<file path="src/rtl/vec_mem.sv">
// Vector store: one write port and one registered read port. Contents are never reset.
module vec_mem #(
    parameter int DEPTH = 75,
    parameter int DW    = 8,
    parameter int AW    = 7
) (
    input  logic          clk,
    input  logic          we,
    input  logic [AW-1:0] waddr,
    input  logic [DW-1:0] wdata,
    input  logic [AW-1:0] raddr,
    output logic [DW-1:0] rdata
);
    logic [DW-1:0] mem [DEPTH];

    // Synchronous write and read; a same-edge read returns the old word.
    always_ff @(posedge clk) begin
        if (we) begin
            mem[waddr] <= wdata;
        end
        rdata <= mem[raddr];
    end
endmodule

</file>
<file path="config.mk">
export PLATFORM = sky130hd
export DESIGN_NAME = vec_mem
export DESIGN_NICKNAME = d
export VERILOG_FILES = /design/src/rtl/vec_mem.sv
export SDC_FILE = /design/constraint.sdc
export NUM_CORES = 1
export LEC_CHECK = 0
export BUFFER_PORTS_ARGS = -buffer_cell sky130_fd_sc_hd__buf_2
export CAP_MARGIN = 20
export CORE_UTILIZATION = 56
export CTS_BUF_LIST = sky130_fd_sc_hd__clkbuf_16
export DETAILED_ROUTE_END_ITERATION = 8
export HOLD_SLACK_MARGIN = 0.02
export PLACE_DENSITY = 0.82
export SLEW_MARGIN = 40
export SYNTH_ARGS = -nofsm -noshare
export SYNTH_HDL_FRONTEND = slang
export SYNTH_SLANG_ARGS = --single-unit
</file>
<file path="constraint.sdc">
create_clock -name clk -period 2 [get_ports clk]
set_clock_uncertainty 0.15 [all_clocks]
set_input_delay 0.2 -clock clk [delete_from_list [all_inputs] [get_ports clk]]
set_output_delay 0.2 -clock clk [all_outputs]
set_load 0.02 [all_outputs]
</file>
# Word level (Yosys, flattened, before mapping)
# Memories as Yosys holds them, arrays and structs flattened. A register that Yosys moved wholly into a read port is not among the register bits.
# Index checks and enable logic that the tools add are counted.
# totals
ff_bits,0
latchBits,0
ramBits,600
romBits,0
inputBits,24
output_inout_bits,8
word_cells,3
mem_count,1
# op_classes
add_sub_neg,0
multipliers,0
div,0
order_cmp,0
eq_ne,0
n_shift,0
muxes,2
bitwise_logic,0
reduce_logical,0
# memory_table
memory,words,width,read_ports,rd_ports_with_merged_regs,wr,line_no,rtl
mem,75,8,1,1,1,14,logic [DW-1:0] mem [DEPTH];
# ops
cell,count
two-way mux 1 bit,2

# Longest topological paths before layout
# Gate-level depths: netlist of the first run.
# logic_depth
ltp_word,2
depth_mapped,9
depth_no_buf,5

# Least setup slack after synthesis of the first run
# Ideal clock, no wire load.
# synth_timing
path_type,input-to-reg
from,input port raddr[0]
to,"register rdata[6], read port of mem"
setup_ps,127
arrival_ps,1614
required_time_ps,1723
path_slack_ps,109
path_stages,7
path_buffers,3
cell_sequence,buf_2 -> buf_6 -> buf_2 -> mux2_1 -> mux4_2 -> nand2_1 -> o211ai_1
# synth_rtl
element,line_no,rtl
start: declaration,11,"input logic [AW-1:0] raddr,"
end: declaration,12,output logic [DW-1:0] rdata

==> out/results.ini, run 1 <==
[status]
outcome=complete, no violations

[detailed_routing]
first_iter_violations=1416
ant_nets=0
vias=12200
drc=0
wl_per_cell_um=27.2
dr.pass1.iters=5
vias_per_cell=6.29
wl_um=52700

[finish]
fin_nets=1380
synthToLayoutAreaGrowth_pct=17.4
fin_util=0.674
final_common_cell=edfxtp_1
final_cell_mix=edfxtp_1, buf_4, mux4_2, nor2_1, clkbuf_16
fillers=2472
final_cells=1938
drive_above_1_share=0.336
final_area_um2=27800

[clock_network]
cts_root_buf=clkbuf_16
clockBufferDepth=3
clk_latency_ns=0.63
numCtsBuffers=58
h-tree-depth=2
cts_tree=yes
clk_pin_slew_ns=0.07
clock_sinks=608

[timing]
rsz0062_at_grt=false
slew-limit-headroom=0.438
drv_slew=0
max_freq_mhz=502
fin_crit_sh=0.995
worstMarginPinSlew_ns=0.843
fin_crit_ns=1.99
setup_viol=0
final.setup.worst_slack_ns=0.00985
tns_ns=0
finalHoldViolCount=0

[die]
dieArea_um2=43100
pin_count=32
start_util=0.574
chipHeight_um=208
core_area_um2=41300
rows=74
die_w_um=208

[place]
hpwl_um=32700
numPortBuffers=31
place_ws_ns=-0.341
place.gp.congestion=0.907
dpl_cell_area_um2=25800
dpl.cell_count=1823

[power_and_ir_drop]
switching_power_uw=5570
netSwitchingFraction=0.210
clock_power_share=0.411
p_int_uw=20900
p_leak_uw=0.00917
peakVddDrop_v=0.000955
p_comb_frac=0.056
sequentialPowerShare=0.533
powerDensity_nw_per_um2=951

[worst_setup_path]
setup.worst_path.class=reg2reg
worstSetupStartpointType=flop
cp-end-kind=flop
r2r-start=mem[51][4]
arrival_ns=2.31
required_ns=2.32
cp-startpoint=mem[51][4]
crit_end=rdata[4]
r2r-end=rdata[4]
ff2ff_path_depth=5
reg2reg_slack_ns=0.01
crit_path_max_fanout=1

[synth]
synthCells=1138
syn-num-nets=1162
synth_area_um2=23700
ys_seq_elements=608
yosysWarnings=0
avgSynthCellArea_um2=20.8
ys_types=35
ys_seq_area_frac=0.767

[job]
cap_viol_max_count=0

[global_route]
antenna_found_initial=3
grt_pass1_wl_um=79000
grt_max_degree=76
grt_pass1_vias=12600
grt_usage=0.250
grt_overflow=0

[min_path]
hold_path.class=in2reg

[worst min-delay path by stage]
stage	slack [ns]	to	cells after the start	startpoint
final	0.04	mem[68][4]	2	wdata[4]
after CTS	0.08	mem[26][5]	3	waddr[2]
after global placement	0.50	rdata[4]	1	rdata[4]
after floorplan	0.15	mem[0][0]	0	wdata[0]
after global routing	0.06	mem[68][4]	2	wdata[4]
after detailed placement	0.50	rdata[4]	1	rdata[4]
[power groups by stage]
stage	combinational, uW	sequential (uW)	clock, uW
final	1490	14100	10900
after global routing	1560	14100	11500
after CTS	1480	14100	11000
after detailed placement	1450	14400	0
after global placement	1410	14400	0
after floorplan	727	14400	0
[logic make-up after synthesis]
kind of cell,after synthesis,synth area share
buf+inv,61,0.0152
simple gates,151,0.0286
compound gates,93,0.0269
mux,225,0.162
flops,608,0.767
[synthesized netlist by cell type]
cell / count / area [um^2]
o21ai_0: 1 / 5.00
buf_2: 26 / 130
a211oi_1: 14 / 105
clkbuf_1: 13 / 48.8
nand4_1: 2 / 12.5
o31ai_1: 1 / 7.51
nor3_1: 4 / 20.0
o211ai_1: 15 / 113
buf_4: 8 / 60.1
clkbuf_2: 1 / 5.00
nor2b_1: 24 / 150
nand2_1: 27 / 101
nand3b_1: 1 / 7.51
dfxtp_1: 8 / 160
o41ai_1: 7 / 61.3
buf_6: 9 / 101
nor2_1: 76 / 285
mux4_2: 122 / 2750
nand4b_1: 1 / 8.76
mux2_2: 40 / 450
a21oi_1: 8 / 40.0
mux2_1: 10 / 113
nand2b_1: 6 / 37.5
o22ai_1: 32 / 200
o221ai_1: 1 / 8.76
mux2i_1: 53 / 531
and3_1: 1 / 6.26
or2_2: 1 / 6.26
buf_1: 4 / 15.0
o21ai_1: 7 / 35.0
a221oi_1: 7 / 61.3
nand3_1: 6 / 30.0
or2_1: 1 / 6.26
edfxtp_1: 600 / 18000
nand2_2: 1 / 6.26
[layer usage]
metal,share of wire,vias up,GRT usage
met5,0,-,0
met3,0.093,106,0.0522
met2,0.49,613,0.406
li1,-,5145,-
met4,0.029,0,0.0866
met1,0.39,6329,0.342
[registers in the layout, indices dropped and copies added (netlist names)]
register and cells:
mem 600, rdata 8
[repair_timing]
item | 4_1_cts | 5_1_grt
hold buffers | 5 | 0
pin swaps | 0 | 1
setup buffers | 0 | 0
endpoints found under the setup margin | 3 | 2
hold endpoints to repair | 233 | 0
resized for setup | 3 | 4
[metrics by stage]
step / total power [uW] / hold slack (ns)
detailed placement: 15800 / 0.500
global route: 27100 / 0.0640
floorplan: 15100 / 0.149
CTS: 26500 / 0.0790
finish: 26500 / 0.0450
global placement: 15800 / 0.501
[critical path, cell delays in order, from the launching register on]
cell      delay, ns
edfxtp_1       0.37
mux4_2         0.47
mux2i_1        0.28
o22ai_1        0.22
o21ai_2        0.25
o211ai_1       0.13
[cell type report]
cell class	count	area (um^2)	area share
clock inverter	49	448	0.0161
sequential	608	18200	0.653
antenna	3	7.51	0.000270
tap	532	666	0.0239
timing repair buffer	219	1890	0.0679
multi-input combinational	469	5190	0.186
clock buffer	58	1450	0.0522
No activity file was read; power rests on OpenSTA's default activity.
==> run 2: changes to the inputs <==
Settings changed: CORE_UTILIZATION 56 to 50, PLACE_DENSITY 0.82 to 0.75.
==> run 2 against run 1 <==
Effect of this change: the run now ends with design-rule violations left; hold slack got worse by 0.0065 ns; sequential share of layout area up 0.18 points; sequential power about the same; flip-flop and latch count did not move; non-clock buffer count shrank 9; worst setup slack gained 0.022 ns; clock power about the same; global-route usage shrank 3.5 points; power decreased by 1.3%; critical path depth is 1 lower; clock-buffer cell count up 1; first-iteration DRC count shrank 19%; critical path type unchanged; critical endpoint is now rdata[0]; largest cell class unchanged.
==> out/results.ini, run 2 (synthesized netlist as in run 1, its figures left out) <==
[status]
outcome=complete, but fails checks
violations=design-rule violations

[min_path]
hold_path.class=in2reg

[finish]
seq_area_um2=18200
multi_input_area_um2=5180
fillers=3263
largest-register=mem
reg_top3=mem: 600 flops, rdata: 8 flops
final_common_cell=edfxtp_1
synthToLayoutAreaGrowth_pct=17.1
largest_reg_flops=600
final_cell_mix=edfxtp_1, buf_4, mux4_2, nor2_1, clkbuf_16
fin_nets=1371
drive_above_1_share=0.326

[clock_network]
cts_root_buf=clkbuf_16
post_cts_buffers=0
clk_latency_ns=0.61
clk_pin_slew_ns=0.06
numCtsBuffers=58
cts_tree=yes
h-tree-depth=2
clock_sinks=608
clockBufferDepth=3

[power_and_ir_drop]
peakVddDrop_v=0.000680
p_total_uw=26100
p_leak_uw=0.00913
powerDensity_nw_per_um2=941

[detailed_routing]
route.met3.wl_um=4040
dr.pass1.iters=7
wl_per_cell_um=25.0
wl_met2_um=24600
ant_nets=0
vias=11800
drc=8
first_iter_violations=1146
vias_per_cell=5.88
wl_um=50000
wl_met1_um=20000
top_layer=met5

[global_route]
grt_usage=0.215
grt_pass1_vias=12100
grt_max_degree=76
grt_pass1_wl_um=75600
antenna_found_initial=4
grt_overflow=0

[timing]
rsz0062_at_grt=false
fin_crit_ns=1.97
drv_slew=0
max_freq_mhz=508
setup_viol=0
slew-limit-headroom=0.461
finalHoldViolCount=0
worstMarginPinSlew_ns=0.809
fin_crit_sh=0.984
tns_ns=0

[worst_setup_path]
path_cells=mux4_2, mux2_2, a21oi_1, o211ai_1
path_buf_inv=0
arrival_ns=2.30
worstSetupStartpointType=flop
critPathTopFamily=multiplexers
max_stage_delay_ns=0.46
cp-end-kind=flop
crit_path_max_fanout=1
setup.worst_path.class=reg2reg
critPathSlowestCell=mux4_2
required_ns=2.33

[place]
numPortBuffers=31
place.gp.congestion=0.867
hpwl_um=32200

[die]
rows=79
pin_count=32
chipHeight_um=220
dieArea_um2=48300
start_util=0.508
core_area_um2=46700
die_w_um=220

[job]
cap_viol_max_count=0

[run 2: changes by cell type in the layout (fill, tap and decap cells not counted), sizes merged]
cell | previous run | this run
inv | 8 | 16
clkbuf | 59 | 60
clkinvlp | 7 | 2
diode | 3 | 2
clkinv | 27 | 23
buf | 213 | 206
dlygate4sd3 | 5 | 3
bufinv | 7 | 6
[run 2: worst paths after layout]
check | startpoint | endpoint | slack, ns | depth (start not counted)
setup / recovery | mem[47][0] | rdata[0] | 0.03 | 4
hold reg to reg | mem[74][2] | rdata[2] | 0.57 | 3
hold / removal | wdata[0] | mem[57][0] | 0.04 | 1
setup reg to reg | mem[47][0] | rdata[0] | 0.03 | 4
[run 2: what timing repair did]
action,CTS,global route
endpoints found under the setup margin,0,6
hold endpoints to repair,83,39
resized for setup,0,7
hold buffers,2,1
[run 2: layout make-up]
type | instances | area share
Sequential cell | 608 | 0.655
Multi-Input combinational cell | 469 | 0.187
Clock inverter | 47 | 0.0130
Timing Repair Buffer | 210 | 0.0645
Tap cell | 607 | 0.0274
Clock buffer | 59 | 0.0532
Antenna cell | 2 | 0.000180
[run 2: routing by layer]
metal / GRT usage / vias up
met2: 0.347 / 433
met5: 0 / -
met4: 0.0667 / 4
met1: 0.291 / 6109
li1: - / 5136
met3: 0.0531 / 86
[run 2: where the power goes]
group,internal (uW),leakage [uW],switching [uW]
registers,14100,0.00546,39.5
logic,620,0.00272,815
clock network,6080,0.000954,4480
[run 2: through the flow]
stage,cells,setup slack (ns),cell area [um^2],utilization,hold WS [ns]
6_report,2002,0.0318,27700,0.595,0.0385
3_5_place_dp,1891,-0.338,25800,0.554,0.446
3_3_place_gp,1891,-0.338,25800,0.554,0.426
5_1_grt,2000,0.00110,27700,0.595,0.0710
2_1_floorplan,1138,0.109,23700,-,0.149
4_1_cts,1999,0.0204,27700,0.594,0.0253
==> run 3: changes to the inputs <==
Settings changed: CORE_UTILIZATION 50 to 45, PLACE_DENSITY 0.75 to 0.69, REMOVE_ABC_BUFFERS from default to 1.
==> run 3 against run 2 <==
Effect of this change: flip-flop and latch count did not move; sequential share of layout area down 0.93 points; cell count increased by 4.5%; clock power rose by 6%; the run now ends clean; critical path depth increased by 1; combinational power is 5% higher.
==> out/results.ini, run 3 (synthesized netlist as in run 1, its figures left out) <==
[clock_network]
cts_tree=yes
clk_pin_slew_ns=0.06
h-tree-depth=2
numCtsBuffers=59
cts_root_buf=clkbuf_16
clockBufferDepth=3
clock_sinks=608
post_cts_buffers=0
clk_latency_ns=0.63

[detailed_routing]
drc=0
vias_per_cell=5.68
vias=11900
ant_nets=0
wl_per_cell_um=25.1
dr.pass1.iters=7
first_iter_violations=1468
wl_um=52600

[power_and_ir_drop]
powerDensity_nw_per_um2=952
p_total_uw=26800
peakVddDrop_v=0.000717
p_leak_uw=0.00925

[worst_setup_path]
path_cells=mux4_2, mux2i_2, o22ai_1, o21ai_2, o211ai_1
max_stage_delay_ns=0.49
cp-startpoint=mem[36][1]
crit_path_max_fanout=1
critPathSlowestCell=mux4_2
critPathTopFamily=multiplexers
cp-end-kind=flop
ff2ff_path_depth=5
arrival_ns=2.27
crit_end=rdata[1]
required_ns=2.35
r2r-end=rdata[1]
r2r-start=mem[36][1]
cp.depth=5
setup.worst_path.class=reg2reg
reg2reg_slack_ns=0.08
worstSetupStartpointType=flop
path_buf_inv=0

[place]
place.gp.congestion=0.898
numPortBuffers=31
dpl_cell_area_um2=26100
hpwl_um=34000

[die]
core_area_um2=51700
chipHeight_um=231
die_w_um=231
start_util=0.458
rows=83
pin_count=32
dieArea_um2=53600

[finish]
synthToLayoutAreaGrowth_pct=18.8
final_area_um2=28100
reg_top3=mem: 600 flops, rdata: 8 flops
largest-register=mem
final_cell_mix=edfxtp_1, buf_4, mux4_2, nor2_1, clkbuf_16
largest_reg_flops=600
final_common_cell=edfxtp_1
fillers=3869
fin_nets=1384
fin_util=0.544
drive_above_1_share=0.332

[timing]
holdWs_ns=0.0543
slew-limit-headroom=0.392
max_freq_mhz=520
worstMarginPinSlew_ns=0.909
finalHoldViolCount=0
drv_slew=0
fin_crit_sh=0.962
tns_ns=0
setup_viol=0
rsz0062_at_grt=false
fin_crit_ns=1.92

[global_route]
grt_pass1_wl_um=78700
antenna_found_initial=1
grt_pass1_vias=12300
grt_usage=0.202
grt_max_degree=76
grt_overflow=0

[min_path]
hold_path.class=in2reg

[status]
outcome=complete, no violations

[job]
cap_viol_max_count=0

[run 3: area by class of cell]
class                   count  area (um^2)  share of cell area
diodes                      2         5.00            0.000178
clock buffers              60         1500              0.0533
clock inverters            51          474              0.0168
multi-input cells         469         5190               0.185
flip-flops and latches    608        18200               0.646
well taps                 680          851              0.0302
repair buffers            222         1940              0.0690
[run 3: power by group]
part           switching [uW]  internal [uW]
combinational             853            645
sequential               36.8          14100
clock                    4620           6590
[run 3: worst min path at each step]
stage / cells after the start / slack (ns) / to / from
final: 2 / 0.05 / mem[34][1] / wdata[1]
after detailed placement: 3 / 0.46 / rdata[0] / raddr[6]
after CTS: 4 / 0.03 / rdata[5] / raddr[5]
after global routing: 2 / 0.06 / mem[18][1] / wdata[1]
after global placement: 3 / 0.46 / rdata[0] / raddr[6]
after floorplan: 0 / 0.15 / mem[0][0] / wdata[0]
[run 3: per-stage QoR]
| step | worst slack, ns | instances |
|---|---|---|
| finish | 0.0762 | 2092 |
| global route | 0.00413 | 2090 |
| CTS | 0.00594 | 2090 |
| detailed placement | -0.410 | 1972 |
| global placement | -0.409 | 1972 |
| floorplan | 0.168 | 1077 |
[run 3: routing by layer]
layer / up-vias / global-route usage / part of all wire
li1: 5168 / - / -
met1: 6166 / 0.273 / 0.40
met2: 476 / 0.326 / 0.49
met3: 82 / 0.0479 / 0.086
met4: 0 / 0.0569 / 0.023
met5: - / 0 / 0
[run 3: repair_timing]
action / 4_1_cts / 5_1_grt
resized for setup: 2 / 8
hold buffers: 7 / 0
endpoints found under the setup margin: 2 / 6
hold endpoints to repair: 377 / 0
gates cloned: 0 / 0
pin swaps: 0 / 1
